===== src/rtl/decimate_avg_if.sv =====
// Sample stream bundle for decimate_avg: the input stream (x_*) and the
// decimated output stream (y_*). Each stream uses a valid/ready handshake.
interface decimate_avg_if #(
    parameter int W   = 16,
    parameter int NCH = 1
);
    localparam int CW = (NCH > 1) ? $clog2(NCH) : 1;

    logic                x_valid;
    logic                x_ready;
    logic signed [W-1:0] x_data;
    logic                y_valid;
    logic                y_ready;
    logic signed [W-1:0] y_data;
    logic [CW-1:0]       y_chan;

    modport slave (
        input  x_valid, x_data, y_ready,
        output x_ready, y_valid, y_data, y_chan
    );

    modport master (
        output x_valid, x_data, y_ready,
        input  x_ready, y_valid, y_data, y_chan
    );
endinterface


===== src/rtl/decimate_avg.sv =====
// Multi-channel decimator for the pitch path: keeps one sample per group of
// 2^L per channel (pick), or emits the truncated boxcar mean of the group (average).
module decimate_avg #(
    parameter int W        = 16,
    parameter int NCH      = 1,
    parameter int MAX_LOG2 = 4
) (
    input  logic                            clk,
    input  logic                            rst_n,
    input  logic [$clog2(MAX_LOG2+1)-1:0]   log2_factor,
    input  logic                            mode,
    decimate_avg_if.slave                   bus
);
    localparam int LW   = $clog2(MAX_LOG2 + 1);
    localparam int CW   = (NCH > 1) ? $clog2(NCH) : 1;
    localparam int PW   = MAX_LOG2;
    localparam int AW   = W + MAX_LOG2;
    localparam int NACC = 1 << CW;

    logic [CW-1:0]        chan_q;
    logic [PW-1:0]        phase_q;
    logic [LW-1:0]        l_q;
    logic                 mode_q;
    logic signed [AW-1:0] acc [NACC];

    logic                 hs_p0;
    logic                 grp_start_p0;
    logic [LW-1:0]        l_p0;
    logic                 mode_p0;
    logic signed [AW-1:0] x_ext_p0;
    logic signed [AW-1:0] sum_p0;
    logic                 last_p0;
    logic                 emit_p0;
    logic signed [W-1:0]  y_next_p0;

    logic                 vld_p1;
    logic signed [W-1:0]  y_data_p1;
    logic [CW-1:0]        y_chan_p1;

    function automatic logic [LW-1:0] clamp_l(input logic [LW-1:0] l);
        if (l > LW'(MAX_LOG2)) begin
            return LW'(MAX_LOG2);
        end
        return l;
    endfunction

    function automatic logic [PW-1:0] last_phase(input logic [LW-1:0] l);
        return PW'((32'd1 << l) - 32'd1);
    endfunction

    // Arithmetic shift floors toward -inf; the group mean always fits in W bits.
    function automatic logic signed [W-1:0] avg_trunc(input logic signed [AW-1:0] s,
                                                      input logic [LW-1:0]        l);
        logic signed [AW-1:0] t;
        t = s >>> l;
        return t[W-1:0];
    endfunction

    assign bus.x_ready = !vld_p1 || bus.y_ready;

    // Stage 0: handshake decode, group config selection and accumulation.
    always_comb begin
        hs_p0        = bus.x_valid && bus.x_ready;
        grp_start_p0 = (chan_q == '0) && (phase_q == '0);
        l_p0         = grp_start_p0 ? clamp_l(log2_factor) : l_q;
        mode_p0      = grp_start_p0 ? mode : mode_q;
        x_ext_p0     = bus.x_data;
        sum_p0       = (phase_q == '0) ? x_ext_p0 : acc[chan_q] + x_ext_p0;
        last_p0      = (phase_q == last_phase(l_p0));
        emit_p0      = hs_p0 && (mode_p0 ? last_p0 : (phase_q == '0));
        y_next_p0    = mode_p0 ? avg_trunc(sum_p0, l_p0) : bus.x_data;
    end

    always_ff @(posedge clk or negedge rst_n) begin
        if (!rst_n) begin
            chan_q  <= '0;
            phase_q <= '0;
            l_q     <= '0;
            mode_q  <= 1'b0;
        end else if (hs_p0) begin
            l_q    <= l_p0;
            mode_q <= mode_p0;
            if (chan_q == CW'(NCH - 1)) begin
                chan_q  <= '0;
                phase_q <= last_p0 ? '0 : phase_q + 1'b1;
            end else begin
                chan_q <= chan_q + 1'b1;
            end
        end
    end

    // Phase 0 overwrites the accumulator, so it needs no reset.
    always_ff @(posedge clk) begin
        if (hs_p0) begin
            acc[chan_q] <= sum_p0;
        end
    end

    // Stage 1: single-slot output register.
    always_ff @(posedge clk or negedge rst_n) begin
        if (!rst_n) begin
            vld_p1    <= 1'b0;
            y_data_p1 <= '0;
            y_chan_p1 <= '0;
        end else if (emit_p0) begin
            vld_p1    <= 1'b1;
            y_data_p1 <= y_next_p0;
            y_chan_p1 <= chan_q;
        end else if (bus.y_ready) begin
            vld_p1 <= 1'b0;
        end
    end

    assign bus.y_valid = vld_p1;
    assign bus.y_data  = y_data_p1;
    assign bus.y_chan  = y_chan_p1;
endmodule

===== src/flat_wrapper.sv =====
// flat-port wrapper written by rule: the top's interface ports become plain ports
module decimate_avg_flat 
#(
    parameter int W        = 16,
    parameter int NCH      = 1,
    parameter int MAX_LOG2 = 4
)
  (clk, rst_n, log2_factor, mode, bus_x_valid, bus_x_data, bus_y_ready, bus_x_ready, bus_y_valid, bus_y_data, bus_y_chan);
  decimate_avg_if #(.W(W), .NCH(NCH)) bus_i ();
  input  logic clk;
  input  logic rst_n;
  input  logic [$clog2(MAX_LOG2+1)-1:0] log2_factor;
  input  logic mode;
  input wire logic [$bits(bus_i.x_valid)-1:0] bus_x_valid;
  input wire logic [$bits(bus_i.x_data)-1:0] bus_x_data;
  input wire logic [$bits(bus_i.y_ready)-1:0] bus_y_ready;
  output wire logic [$bits(bus_i.x_ready)-1:0] bus_x_ready;
  output wire logic [$bits(bus_i.y_valid)-1:0] bus_y_valid;
  output wire logic [$bits(bus_i.y_data)-1:0] bus_y_data;
  output wire logic [$bits(bus_i.y_chan)-1:0] bus_y_chan;
  assign bus_i.x_valid = bus_x_valid;
  assign bus_i.x_data = bus_x_data;
  assign bus_i.y_ready = bus_y_ready;
  assign bus_x_ready = bus_i.x_ready;
  assign bus_y_valid = bus_i.y_valid;
  assign bus_y_data = bus_i.y_data;
  assign bus_y_chan = bus_i.y_chan;
  decimate_avg #(.W(W), .NCH(NCH), .MAX_LOG2(MAX_LOG2)) u_core (.clk(clk), .rst_n(rst_n), .log2_factor(log2_factor), .mode(mode), .bus(bus_i));
endmodule

===== config.mk =====
export PLATFORM = sky130hd
export DESIGN_NAME = decimate_avg_flat
export DESIGN_NICKNAME = d
export VERILOG_FILES = /design/src/rtl/decimate_avg_if.sv /design/src/rtl/decimate_avg.sv /design/src/flat_wrapper.sv
export SDC_FILE = /design/constraint.sdc
export NUM_CORES = 1
export LEC_CHECK = 0
export BUFFER_PORTS_ARGS = -buffer_cell sky130_fd_sc_hd__buf_2
export CORE_ASPECT_RATIO = 1.1
export CORE_MARGIN = 8
export CORE_UTILIZATION = 45
export CTS_BUF_LIST = sky130_fd_sc_hd__clkbuf_16
export DETAILED_ROUTE_END_ITERATION = 12
export PLACE_DENSITY = 0.63
export SLEW_MARGIN = 20
export SYNTH_ARGS = -nofsm -noshare
export SYNTH_HDL_FRONTEND = slang
export SYNTH_SLANG_ARGS = --single-unit
export TNS_END_PERCENT = 30

===== constraint.sdc =====
create_clock -name clk -period 11.3 [get_ports clk]
set_input_delay 2.26 -clock clk [delete_from_list [all_inputs] [get_ports clk]]
set_output_delay 2.26 -clock clk [all_outputs]
set_load 0.01 [all_outputs]

-- Word-level counts from Yosys, hierarchy flattened
Memory sizes are Yosys's and may differ from the RTL's.
Cells that the tools add are included.
Widths: inputs -> output; s select.
- bits in registers: 27
- memory bits (writable): 40
- input bits: 24
- output and inout port bits: 19
- logic and storage cells: 39
- memories kept: 1
- memories (memory ; words ; width ; rd ports ; clocked after Yosys merged registers in ; wr ports ; RTL line ; source):
    u_core.acc ; 2 ; 20 ; 1 ; 0 ; 1 ; decimate_avg.sv:24 ; logic signed [AW-1:0] acc [NACC];
- $add $sub $neg: 4
- $lt $le $gt $ge: 1
- eq/ne operators: 1
- shift operators: 2
- multiplexer cells: 14
- bitwise operators: 1
- reductions and logical operators: 8
- operators with widths (kind ; number):
    $add 20x16->20 ; 1
    $mux 20 ; 1
    $sshr 20x3->16 ; 1
    $mux 16 ; 1
    $mux 3 ; 3
    $mux 1 ; 8
    $add 4x1->4 const B ; 1
    $eq 4x4->1 ; 1
    $logic_not 4->1 ; 1
    $mux 4 ; 1
    $shl 1x3->4 const A ; 1
    $sub 4x1->4 const B ; 1
    $gt 3x3->1 const B ; 1
    $logic_and 1x1->1 ; 3
    $reduce_and 2->1 ; 1
    $reduce_bool 2->1 ; 1
    $add 1x1->1 const B ; 1
    $logic_not 1->1 ; 1
    $logic_or 1x1->1 ; 1
    $not 1->1 ; 1

-- Logic depth before layout (Yosys ltp)
Gate-level depths: netlist of the first run.
- depth in word-level cells: 10
- gate-level depth with buffers: 21
- gate-level depth less buffers: 17

-- Worst setup path after synthesis of the first run
Ideal clock, no wire load.
- path type: in2reg
- start: input port log2_factor[2]
- end: register u_core.y_data_p1[7] (netlist: u_core.bus.y_data[7])
- setup time: 0.125 ns
- data arrival time: 5.109 ns
- data required time: 11.175 ns
- setup slack: 6.067 ns
- stages: 17
- path buffers: 2
- cells stage by stage: nand2b_1 nor2_1 nor2_2 clkbuf_1 nor2_1 nand2_1 ha_1 xor2_1 mux2i_1 o22ai_1 o211a_4 nand2b_4 a32o_2 buf_6 and3_1 a21oi_2 o31ai_2
- cells in the longest elaborated chain, start to end: 9
- elaborated cells on any way between the ends: 11
- those cells by class: add/sub (1); order compare (1); eq/ne (1); shift (2); mux (5); reduce/logical (1)
- ends and longest elaborated chain (item ; RTL line ; source):
    start: declaration ; flat_wrapper.sv:12 ; input logic [$clog2(MAX_LOG2+1)-1:0] log2_factor;
    $gt 3x3->1 ; decimate_avg.sv:41 ; if (l > LW'(MAX_LOG2)) begin
    $mux 1 ; decimate_avg.sv:41 ;
    $mux 3 (*) ; decimate_avg.sv:44 ; return l;
    $mux 3 (*) ; decimate_avg.sv:65 ; l_p0 = grp_start_p0 ? clamp_l(log2_factor) : l_q;
    $shl 1x3->4 ; decimate_avg.sv:48 ; return PW'((32'd1 << l) - 32'd1);
    $sub 4x1->4 ; decimate_avg.sv:48 ;
    $eq 4x4->1 ; decimate_avg.sv:69 ; last_p0 = (phase_q == last_phase(l_p0));
    $mux 1 ; decimate_avg.sv:70 ; emit_p0 = hs_p0 && (mode_p0 ? last_p0 : (phase_q == '0));
    $logic_and 1x1->1 ; decimate_avg.sv:70 ;
    end signal: assignment ; decimate_avg.sv:107 ; y_data_p1 <= y_next_p0;
    end: declaration ; decimate_avg.sv:37 ; logic signed [W-1:0] y_data_p1;
Mark *: on every way between the ends. The rest lies on a longest branch, timed or not.
A chain may end at the register's enable or synchronous reset.

-- Worst setup path after layout of the first run
- start: input port log2_factor[2]
- end: register u_core.y_data_p1[12] (netlist: u_core.bus.y_data[12])
The elaborated chain is that of the path after synthesis.

==> flow_summary.ini, run 1 <==
[synthesis]
synth_seq_cells = 45
yosys_warnings = 0
synth_ff_type = dfrtp_1
ys_types = 82
ys_async_sr_fraction_pct = 55.6
syn-cell-area_mm2 = 0.00453
syn-num-nets = 619
seq_area_frac_synth_pct = 27.1
syn_inst = 572
syn_avg_cell_area_um2 = 7.91
synth_enable_flop_cells = 20

[clock_network]
cts_buffers = 5
cts.clk_slew.worst_paths_ns = 0.07
cts_tree = done
clock_path_buffers = 2
cts_sinks = 45
cts_setup_buffers = 0
cts-root-buf = clkbuf_16
htree_levels = 2
clock_latency_ns = 0.30
hold_buffers = 0
ctsResizeCount = 0

[floorplan]
initial_core_util_pct = 46.0
num_io_pins = 43
die_height_um = 121
rows = 38
dieArea_mm2 = 0.0135
core_mm2 = 0.00984
chipWidth_um = 112

[grt]
grt_pass1_wl_mm = 23.0
grt_usage_pct = 20.8
grt_pass1_vias = 4357
grt_max_degree = 54
grt-ovfl-total = 0
antenna_found_initial = 1

[placed_design]
placed_area_mm2 = 0.00475
portBuffers = 41
dp.cells = 700
routabilityCongestion = 0.907
hpwlAfterDp_mm = 10.5

[min_path]
holdPathStages = 2
hold_class = reg -> reg

[outcome]
status = finished clean

[sta]
skew_ns = 0.00642
period_share_pct = 50.3
hold_viol = 0
timing.fmax_mhz = 176
rsz0062_at_grt = false
drv_slew = 0
worstMarginPinSlew_ns = 0.905
setup_violations = 0
fin_tns_setup_ns = 0
fin_crit_ns = 5.69
maxSlewHeadroom_pct = 39.4

[setup_path]
rrSetupSlack_ns = 6.23
worstSetupStartpointType = input pin
required_ns = 11.47
path_class = in -> reg
endpoint_kind = register
crit_path_max_fanout = 25
worstPathArrival_ns = 5.86
reg2reg_depth = 18

[routing]
drc = 0
ant_nets = 0
drtPass1Iterations = 5
vias = 4554
drt_iter0_markers = 368
vias_per_cell = 6.42
drt-wirelength-per-cell_um = 19.9
routed_wl_mm = 14.1

[final_layout]
nets = 635
fillCellCount = 987
num_antenna_cells = 0
area.growth.synth_to_final_pct = 8.32
drive_above_1_share_pct = 13.8
regArea_mm2 = 0.00123
final_cell_area_mm2 = 0.00490
finalNonFillerCells = 709
multi_input_area_mm2 = 0.00309

[run]
cap_violations = 0

[power]
power_mw = 1.75
pwr_density_cell_mw_per_mm2 = 357
ir_worst_vdd_mv = 0.223
leakage_nw = 2.11
## Yosys cell counts, types with 13 or more instances
cell type  instances  area, um^2
a21oi_1           32         160
clkbuf_1          18        67.6
dfrtp_1           25         626
edfxtp_1          20         601
ha_1              22         275
inv_1             13        48.8
mux2i_1           23         230
nand2_1           77         289
nand3_1           23         115
nor2_1            42         158
nor3_1            14        70.1
o211ai_1          13        97.6
o21ai_0           51         255
## area by class of cell
| cell class | instances | share of cell area, % |
|---|---|---|
| Multi-Input combinational cell | 477 | 63.1 |
| Timing Repair Buffer | 45 | 4.75 |
| Tap cell | 120 | 3.06 |
| Inverter | 14 | 1.07 |
| Clock buffer | 5 | 2.55 |
| Clock inverter | 3 | 0.485 |
| Sequential cell | 45 | 25.0 |
## final timing paths
check	from	endpoint
max in group asynchronous	rst_n	u_core.l_q[0]$_DFFE_PN0P_
min in group asynchronous	rst_n	u_core.bus.y_data[0]$_DFFE_PN0P_
hold reg to reg	u_core.bus.y_data[3]$_DFFE_PN0P_	u_core.bus.y_data[3]$_DFFE_PN0P_
setup / recovery	log2_factor[2]	u_core.bus.y_data[12]$_DFFE_PN0P_
setup reg to reg	u_core.phase_q[0]$_DFFE_PN0P_	u_core.bus.y_data[12]$_DFFE_PN0P_
hold / removal	u_core.bus.y_data[3]$_DFFE_PN0P_	u_core.bus.y_data[3]$_DFFE_PN0P_
## report_power, final
group | internal, mW | leakage, nW | total (mW) | switching (mW)
Sequential | 0.278 | 0.509 | 0.331 | 0.0534
Clock | 0.0837 | 0.0747 | 0.160 | 0.0762
Combinational | 0.457 | 1.53 | 1.26 | 0.800
## placed cells by master (no fill, tap or decap), drive strengths merged, types with 6 or more instances in the layout
cell type and instances:
nand3 23, xnor2 7, nand2 78, dfrtp 25
nor2 43, ha 22, inv 16, a21o 9
o21a 6, buf 45, o211ai 13, edfxtp 20
or3 6, o21ai 65, nor3 14, a21oi 34
and3 8, mux2i 24, a21boi 6, a31oi 7
nand2b 8, o22ai 8
## routing by layer
| metal | up-vias | routed length [um] | part of all wire [%] | global-route usage [%] |
|---|---|---|---|---|
| li1 | 2194 | - | - | - |
| met1 | 2137 | 6450 | 46 | 27.8 |
| met2 | 189 | 6370 | 45 | 33.0 |
| met3 | 32 | 894 | 6.3 | 3.73 |
| met4 | 2 | 344 | 2.4 | 7.78 |
| met5 | - | 15 | 0.11 | 0 |
## registers in the layout, indices dropped and copies added (netlist names)
| register | count |
|---|---|
| u_core.acc | 20 |
| u_core.bus.y_data | 16 |
| u_core.phase_q | 4 |
| u_core.l_q | 3 |
| u_core.bus.y_valid | 1 |
| u_core.mode_q | 1 |
## kinds of logic (layout without fill, tap and decap cells)
| kind of cell | count (synthesis) | count (layout) | synth area share, % |
|---|---|---|---|
| AOI/OAI and AO/OA | 205 | 205 | 31.1 |
| other | 1 | 1 | 0.0829 |
| adders and majority gates | 23 | 23 | 6.52 |
| muxes | 28 | 28 | 6.47 |
| buffers and inverters | 50 | 67 | 4.70 |
| xor gates and xnor gates | 12 | 12 | 2.32 |
| DFF | 45 | 45 | 27.1 |
| and+or+nand+nor | 208 | 208 | 21.7 |
## worst max-delay path, cell delays in order
cell and delay (ns):
buf_2 0.13, nand2b_1 0.23, nor2_1 0.08, nor2_2 0.65, nor2_1 0.13, nand2_1 0.12
ha_1 0.15, xor2_1 0.31, mux2i_1 0.13, o22ai_1 0.22, o211a_4 0.23, nand2b_4 0.13
a32o_2 0.51, mux2_1 0.37, a21oi_1 0.11, o21ai_1 0.08
## metrics by stage
step	util [%]	hold WS [ns]	worst slack (ns)
detailed placement	48.2	0.504	5.11
CTS	49.8	0.521	5.42
floorplan	-	0.484	6.07
global route	49.8	0.551	5.26
finish	49.8	0.514	5.61
global placement	48.2	0.486	5.25
Power figures use the tool's default switching activity.
==> run 2: changes to the inputs <==
--- a/config.mk
+++ b/config.mk
@@ -11,7 +11,7 @@
 export CORE_UTILIZATION = 45
 export CTS_BUF_LIST = sky130_fd_sc_hd__clkbuf_16
 export DETAILED_ROUTE_END_ITERATION = 12
-export PLACE_DENSITY = 0.63
+export PLACE_DENSITY = 0.66
 export SLEW_MARGIN = 20
 export SYNTH_ARGS = -nofsm -noshare
 export SYNTH_HDL_FRONTEND = slang
==> constraint.sdc (replaced) <==
create_clock -name clk -period 4.8 [get_ports clk]
set_input_delay 0.96 -clock clk [delete_from_list [all_inputs] [get_ports clk]]
set_output_delay 0.96 -clock clk [all_outputs]
set_load 0.01 [all_outputs]
==> flow_summary.ini, run 2 (synthesis gave the netlist of run 1 again) <==
[floorplan]
dieArea_mm2 = 0.0135
chipWidth_um = 112
num_io_pins = 43
core_mm2 = 0.00984
initial_core_util_pct = 46.0
die_height_um = 121
rows = 38

[grt]
grt-ovfl-total = 0
grt_pass1_vias = 4540
grt_usage_pct = 21.0
grt_pass1_wl_mm = 23.3
grt_max_degree = 34
antenna_found_initial = 0

[setup_path]
worstSetupStartpointType = register
reg2reg_depth = 17
slowest_delay_ns = 0.66
worstPathCellList = inv_1 -> ha_1 -> or3b_2 -> nand2_1 -> o21ai_2 -> nor2_1 -> nand2_1 -> ha_1 -> xor2_1 -> mux2i_1 -> o22ai_1 -> o211a_4 -> nand2b_4 -> a32o_2 -> mux2_1 -> a21oi_1 -> o21ai_1
crit_buf_inv = 1
r2r_end = u_core.bus.y_data[12]$_DFFE_PN0P_
crit_family = simple AND/OR/NAND/NOR gates
required_ns = 4.97
rrSetupSlack_ns = 0.44
path_class = reg -> reg
worstReg2RegStart = u_core.phase_q[0]$_DFFE_PN0P_
worstPathArrival_ns = 4.53
crit_slowest_cell = or3b_2
crit_path_max_fanout = 25
endpoint_kind = register

[final_layout]
mostFrequentLayoutCells = 77 x nand2_1, 51 x o21ai_0, 42 x nor2_1, 41 x buf_2, 32 x a21oi_1
regMostFlops = u_core.acc
drive_above_1_share_pct = 14.2
largest_reg_flops = 20
multi_input_area_mm2 = 0.00309
final_common_cell = nand2_1
num_antenna_cells = 0
area.growth.synth_to_final_pct = 9.04
fillCellCount = 951
fin_util_pct = 50.1
regArea_mm2 = 0.00123
nets = 639

[routing]
vias = 4655
drc = 0
drtPass1Iterations = 5
drt-wirelength-per-cell_um = 20.0
ant_nets = 0
drt_iter0_markers = 452
routed_wl_mm = 14.3
vias_per_cell = 6.53

[min_path]
worstHoldStart = u_core.bus.y_data[5]$_DFFE_PN0P_
hold_class = reg -> reg
holdPathStages = 2
holdPathEnd = u_core.bus.y_data[5]$_DFFE_PN0P_

[sta]
timing.fmax_mhz = 229
drv_slew = 0
setup_violations = 0
skew_ns = 0.00873
hold_viol = 0
rsz0062_at_grt = false
maxSlewHeadroom_pct = 37.6
worstMarginPinSlew_ns = 0.933
fin_tns_setup_ns = 0
fin_crit_ns = 4.36
hold_slack_ns = 0.507
period_share_pct = 90.8

[clock_network]
hold_buffers = 0
clock_path_buffers = 2
cts_tree = done
clock_latency_ns = 0.30
htree_levels = 2
ctsResizeCount = 0
cts_buffers = 5
cts-root-buf = clkbuf_16
cts.clk_slew.worst_paths_ns = 0.07
cts_sinks = 45
cts_setup_buffers = 0

[power]
ir_worst_vdd_mv = 0.465
power_mw = 4.15
pwr_density_cell_mw_per_mm2 = 840
leakage_nw = 2.13

[run]
cap_violations = 0

[placed_design]
routabilityCongestion = 0.956
hpwlAfterDp_mm = 10.7
portBuffers = 41

[outcome]
status = finished clean
[run 2: changes by cell type in the layout (fill, tap and decap cells not counted)]
cell	before	now
inv_2	1	0
buf_2	42	41
buf_4	3	8
clkinv_1	0	1
[run 2: metrics by stage]
stage	setup WS [ns]	std cells	cell area (um^2)
floorplan	0.726	572	4530
global placement	0.651	705	4790
detailed placement	0.507	705	4790
CTS	0.464	713	4930
global route	0.179	713	4930
finish	0.439	713	4930
[run 2: worst max-delay path by stage]
stage / start / end / slack [ns] / cells past startpoint
5_1_grt: u_core.phase_q[0]$_DFFE_PN0P_ / u_core.bus.y_data[12]$_DFFE_PN0P_ / 0.18 / 17
3_5_place_dp: u_core.phase_q[0]$_DFFE_PN0P_ / u_core.bus.y_data[12]$_DFFE_PN0P_ / 0.51 / 17
4_1_cts: u_core.phase_q[0]$_DFFE_PN0P_ / u_core.bus.y_data[12]$_DFFE_PN0P_ / 0.46 / 17
3_3_place_gp: u_core.phase_q[0]$_DFFE_PN0P_ / u_core.bus.y_data[12]$_DFFE_PN0P_ / 0.65 / 17
6_report: u_core.phase_q[0]$_DFFE_PN0P_ / u_core.bus.y_data[12]$_DFFE_PN0P_ / 0.44 / 17
2_1_floorplan: u_core.phase_q[0]$_DFFE_PN0P_ / u_core.bus.y_data[7]$_DFFE_PN0P_ / 0.73 / 20
[run 2: area by class of cell]
class                           count  share of cell area, %
Tap cell                          120                   3.04
Timing Repair Buffer               49                   5.38
Sequential cell                    45                   24.8
Clock buffer                        5                   2.54
Multi-Input combinational cell    477                   62.7
Inverter                           14                   1.06
Clock inverter                      3                  0.482
[run 2: report_power, final]
group	internal, mW	switching, mW	total, mW
Sequential	0.654	0.133	0.787
Combinational	1.09	1.89	2.99
Clock	0.197	0.177	0.374
Total	1.94	2.20	4.15
[run 2: routing by layer]
layer	routed length [um]	track usage (%)
met1	6300	27.5
met2	6310	33.1
met3	1290	4.38
met4	384	8.64
met5	0	0
[run 2: tightest hold or removal path, delay by kind of cell, from the launching register on]
| family | cells | cell delay, ns |
|---|---|---|
| flip-flops | 1 | 0.34 |
| AO/OA/AOI/OAI | 2 | 0.13 |
==> run 3: changes to the inputs <==
--- a/config.mk
+++ b/config.mk
@@ -6,12 +6,14 @@
 export NUM_CORES = 1
 export LEC_CHECK = 0
 export BUFFER_PORTS_ARGS = -buffer_cell sky130_fd_sc_hd__buf_2
+export CELL_PAD_IN_SITES_DETAIL_PLACEMENT = 1
+export CELL_PAD_IN_SITES_GLOBAL_PLACEMENT = 2
 export CORE_ASPECT_RATIO = 1.1
 export CORE_MARGIN = 8
-export CORE_UTILIZATION = 45
+export CORE_UTILIZATION = 33
 export CTS_BUF_LIST = sky130_fd_sc_hd__clkbuf_16
 export DETAILED_ROUTE_END_ITERATION = 12
-export PLACE_DENSITY = 0.66
+export PLACE_DENSITY = 0.78
 export SLEW_MARGIN = 20
 export SYNTH_ARGS = -nofsm -noshare
 export SYNTH_HDL_FRONTEND = slang
==> flow_summary.ini, run 3 (synthesis gave the netlist of run 1 again) <==
[power]
swShare_pct = 53.4
p_seq_share_pct = 18.4
pwr_density_cell_mw_per_mm2 = 851
leakage_nw = 2.14
intPower_mw = 2.01
p_clk_share_pct = 10.1
combPwrFrac_pct = 71.5
ir_worst_vdd_mv = 0.442
switchingPower_mw = 2.30

[setup_path]
crit_path_max_fanout = 25
reg2reg_depth = 17
r2r_end = u_core.bus.y_data[12]$_DFFE_PN0P_
worstSetupStartpointType = register
worstReg2RegStart = u_core.phase_q[0]$_DFFE_PN0P_
path_class = reg -> reg
rrSetupSlack_ns = 0.36
worstPathArrival_ns = 4.61
required_ns = 4.97
endpoint_kind = register

[clock_network]
cts.clk_slew.worst_paths_ns = 0.08
cts_tree = done
clock_latency_ns = 0.30
clock_path_buffers = 2
cts-root-buf = clkbuf_16
cts_setup_buffers = 0
htree_levels = 2
cts_buffers = 5
ctsResizeCount = 0
hold_buffers = 0
cts_sinks = 45

[final_layout]
final_common_cell = nand2_1
mostFrequentLayoutCells = 77 x nand2_1, 51 x o21ai_0, 42 x nor2_1, 41 x buf_2, 32 x a21oi_1
final_cell_area_mm2 = 0.00505
area.growth.synth_to_final_pct = 11.7
nets = 640
regMostFlops = u_core.acc
largest_reg_flops = 20
num_antenna_cells = 0
drive_above_1_share_pct = 14.5
fillCellCount = 1715

[routing]
vias_per_cell = 5.90
vias = 4614
ant_nets = 0
drt-wirelength-per-cell_um = 21.4
routed_wl_mm = 16.7
drc = 0
drt_iter0_markers = 206
drtPass1Iterations = 4

[sta]
hold_viol = 0
setup_violations = 0
fin_tns_setup_ns = 0
timing.fmax_mhz = 225
rsz0062_at_grt = false
maxSlewHeadroom_pct = 31.7
period_share_pct = 92.5
drv_slew = 0
skew_ns = 0.00754
fin_crit_ns = 4.44
worstMarginPinSlew_ns = 1.02

[placed_design]
placed_area_mm2 = 0.00488
hpwlAfterDp_mm = 12.9
portBuffers = 41
routabilityCongestion = 0.845

[grt]
grt_pass1_wl_mm = 27.1
grt_pass1_vias = 4954
grt-ovfl-total = 0
grt_max_degree = 34
antenna_found_initial = 0
grt_usage_pct = 19.2

[floorplan]
dieArea_mm2 = 0.0177
initial_core_util_pct = 33.2
num_io_pins = 43
core_mm2 = 0.0136
chipWidth_um = 128
rows = 45
die_height_um = 139

[min_path]
hold_class = reg -> reg
holdPathStages = 2
holdPathEnd = u_core.bus.y_data[5]$_DFFE_PN0P_
worstHoldStart = u_core.bus.y_data[5]$_DFFE_PN0P_

[outcome]
status = finished clean

[run]
cap_violations = 0
## run 3: cell types whose count changed in the layout (fill, tap and decap cells not counted)
cell / before / now
a21boi_1: 4 / 3
a21boi_2: 0 / 1
buf_4: 8 / 9
bufinv_16: 0 / 1
clkinv_4: 1 / 0
inv_4: 1 / 0
inv_6: 1 / 2
## run 3: power groups by stage
stage / clock, mW / sequential, mW / combinational, mW
after floorplan: 0 / 0.768 / 2.17
after global placement: 0 / 0.784 / 2.96
after detailed placement: 0 / 0.798 / 3.04
after CTS: 0.446 / 0.793 / 3.05
after global routing: 0.453 / 0.817 / 3.35
final: 0.434 / 0.791 / 3.08
## run 3: metrics by stage
| stage | std cells | worst slack [ns] | util (%) | hold WS, ns | power [mW] |
|---|---|---|---|---|---|
| floorplan | 572 | 0.726 | - | 0.484 | 2.94 |
| global placement | 774 | 0.624 | 35.8 | 0.507 | 3.74 |
| detailed placement | 774 | 0.432 | 35.8 | 0.528 | 3.84 |
| CTS | 782 | 0.387 | 37.1 | 0.546 | 4.29 |
| global route | 782 | 0.0557 | 37.1 | 0.566 | 4.62 |
| finish | 782 | 0.360 | 37.1 | 0.533 | 4.30 |
## run 3: how the worst max path moves through the flow
stage / startpoint / end / depth (start not counted)
2_1_floorplan: u_core.phase_q[0]$_DFFE_PN0P_ / u_core.bus.y_data[7]$_DFFE_PN0P_ / 20
3_3_place_gp: u_core.phase_q[0]$_DFFE_PN0P_ / u_core.bus.y_data[12]$_DFFE_PN0P_ / 17
3_5_place_dp: u_core.phase_q[0]$_DFFE_PN0P_ / u_core.bus.y_data[12]$_DFFE_PN0P_ / 17
4_1_cts: u_core.phase_q[0]$_DFFE_PN0P_ / u_core.bus.y_data[12]$_DFFE_PN0P_ / 17
5_1_grt: u_core.phase_q[0]$_DFFE_PN0P_ / u_core.bus.y_data[12]$_DFFE_PN0P_ / 17
6_report: u_core.phase_q[0]$_DFFE_PN0P_ / u_core.bus.y_data[12]$_DFFE_PN0P_ / 17
## run 3: critical path, cell delays in order, from the launching register on
cell	delay [ns]
dfrtp_1	0.46
inv_1	0.09
ha_1	0.15
or3b_2	0.67
and2_1	0.31
nor2_2	0.15
nor2_1	0.07
nand2_1	0.07
ha_1	0.16
xor2_1	0.32
mux2i_1	0.13
o22ai_1	0.20
o211a_4	0.23
nand2b_4	0.13
a32o_2	0.55
mux2_1	0.38
a21oi_1	0.12
o21ai_1	0.09
## run 3: area by class of cell
class	instances	area, um^2	share of cell area (%)
Sequential cell	45	1230	24.3
Clock inverter	3	47.5	0.941
Inverter	14	52.6	1.04
Timing Repair Buffer	50	273	5.40
Multi-Input combinational cell	477	3100	61.2
Clock buffer	5	125	2.48
Tap cell	188	235	4.65
## run 3: per-layer routing
| metal | vias to the layer above | GRT usage (%) | wire length (um) |
|---|---|---|---|
| li1 | 2189 | - | - |
| met1 | 2294 | 24.5 | 7690 |
| met2 | 103 | 31.7 | 7980 |
| met3 | 28 | 2.85 | 636 |
| met4 | 0 | 7.52 | 426 |
| met5 | - | 0 | 0 |
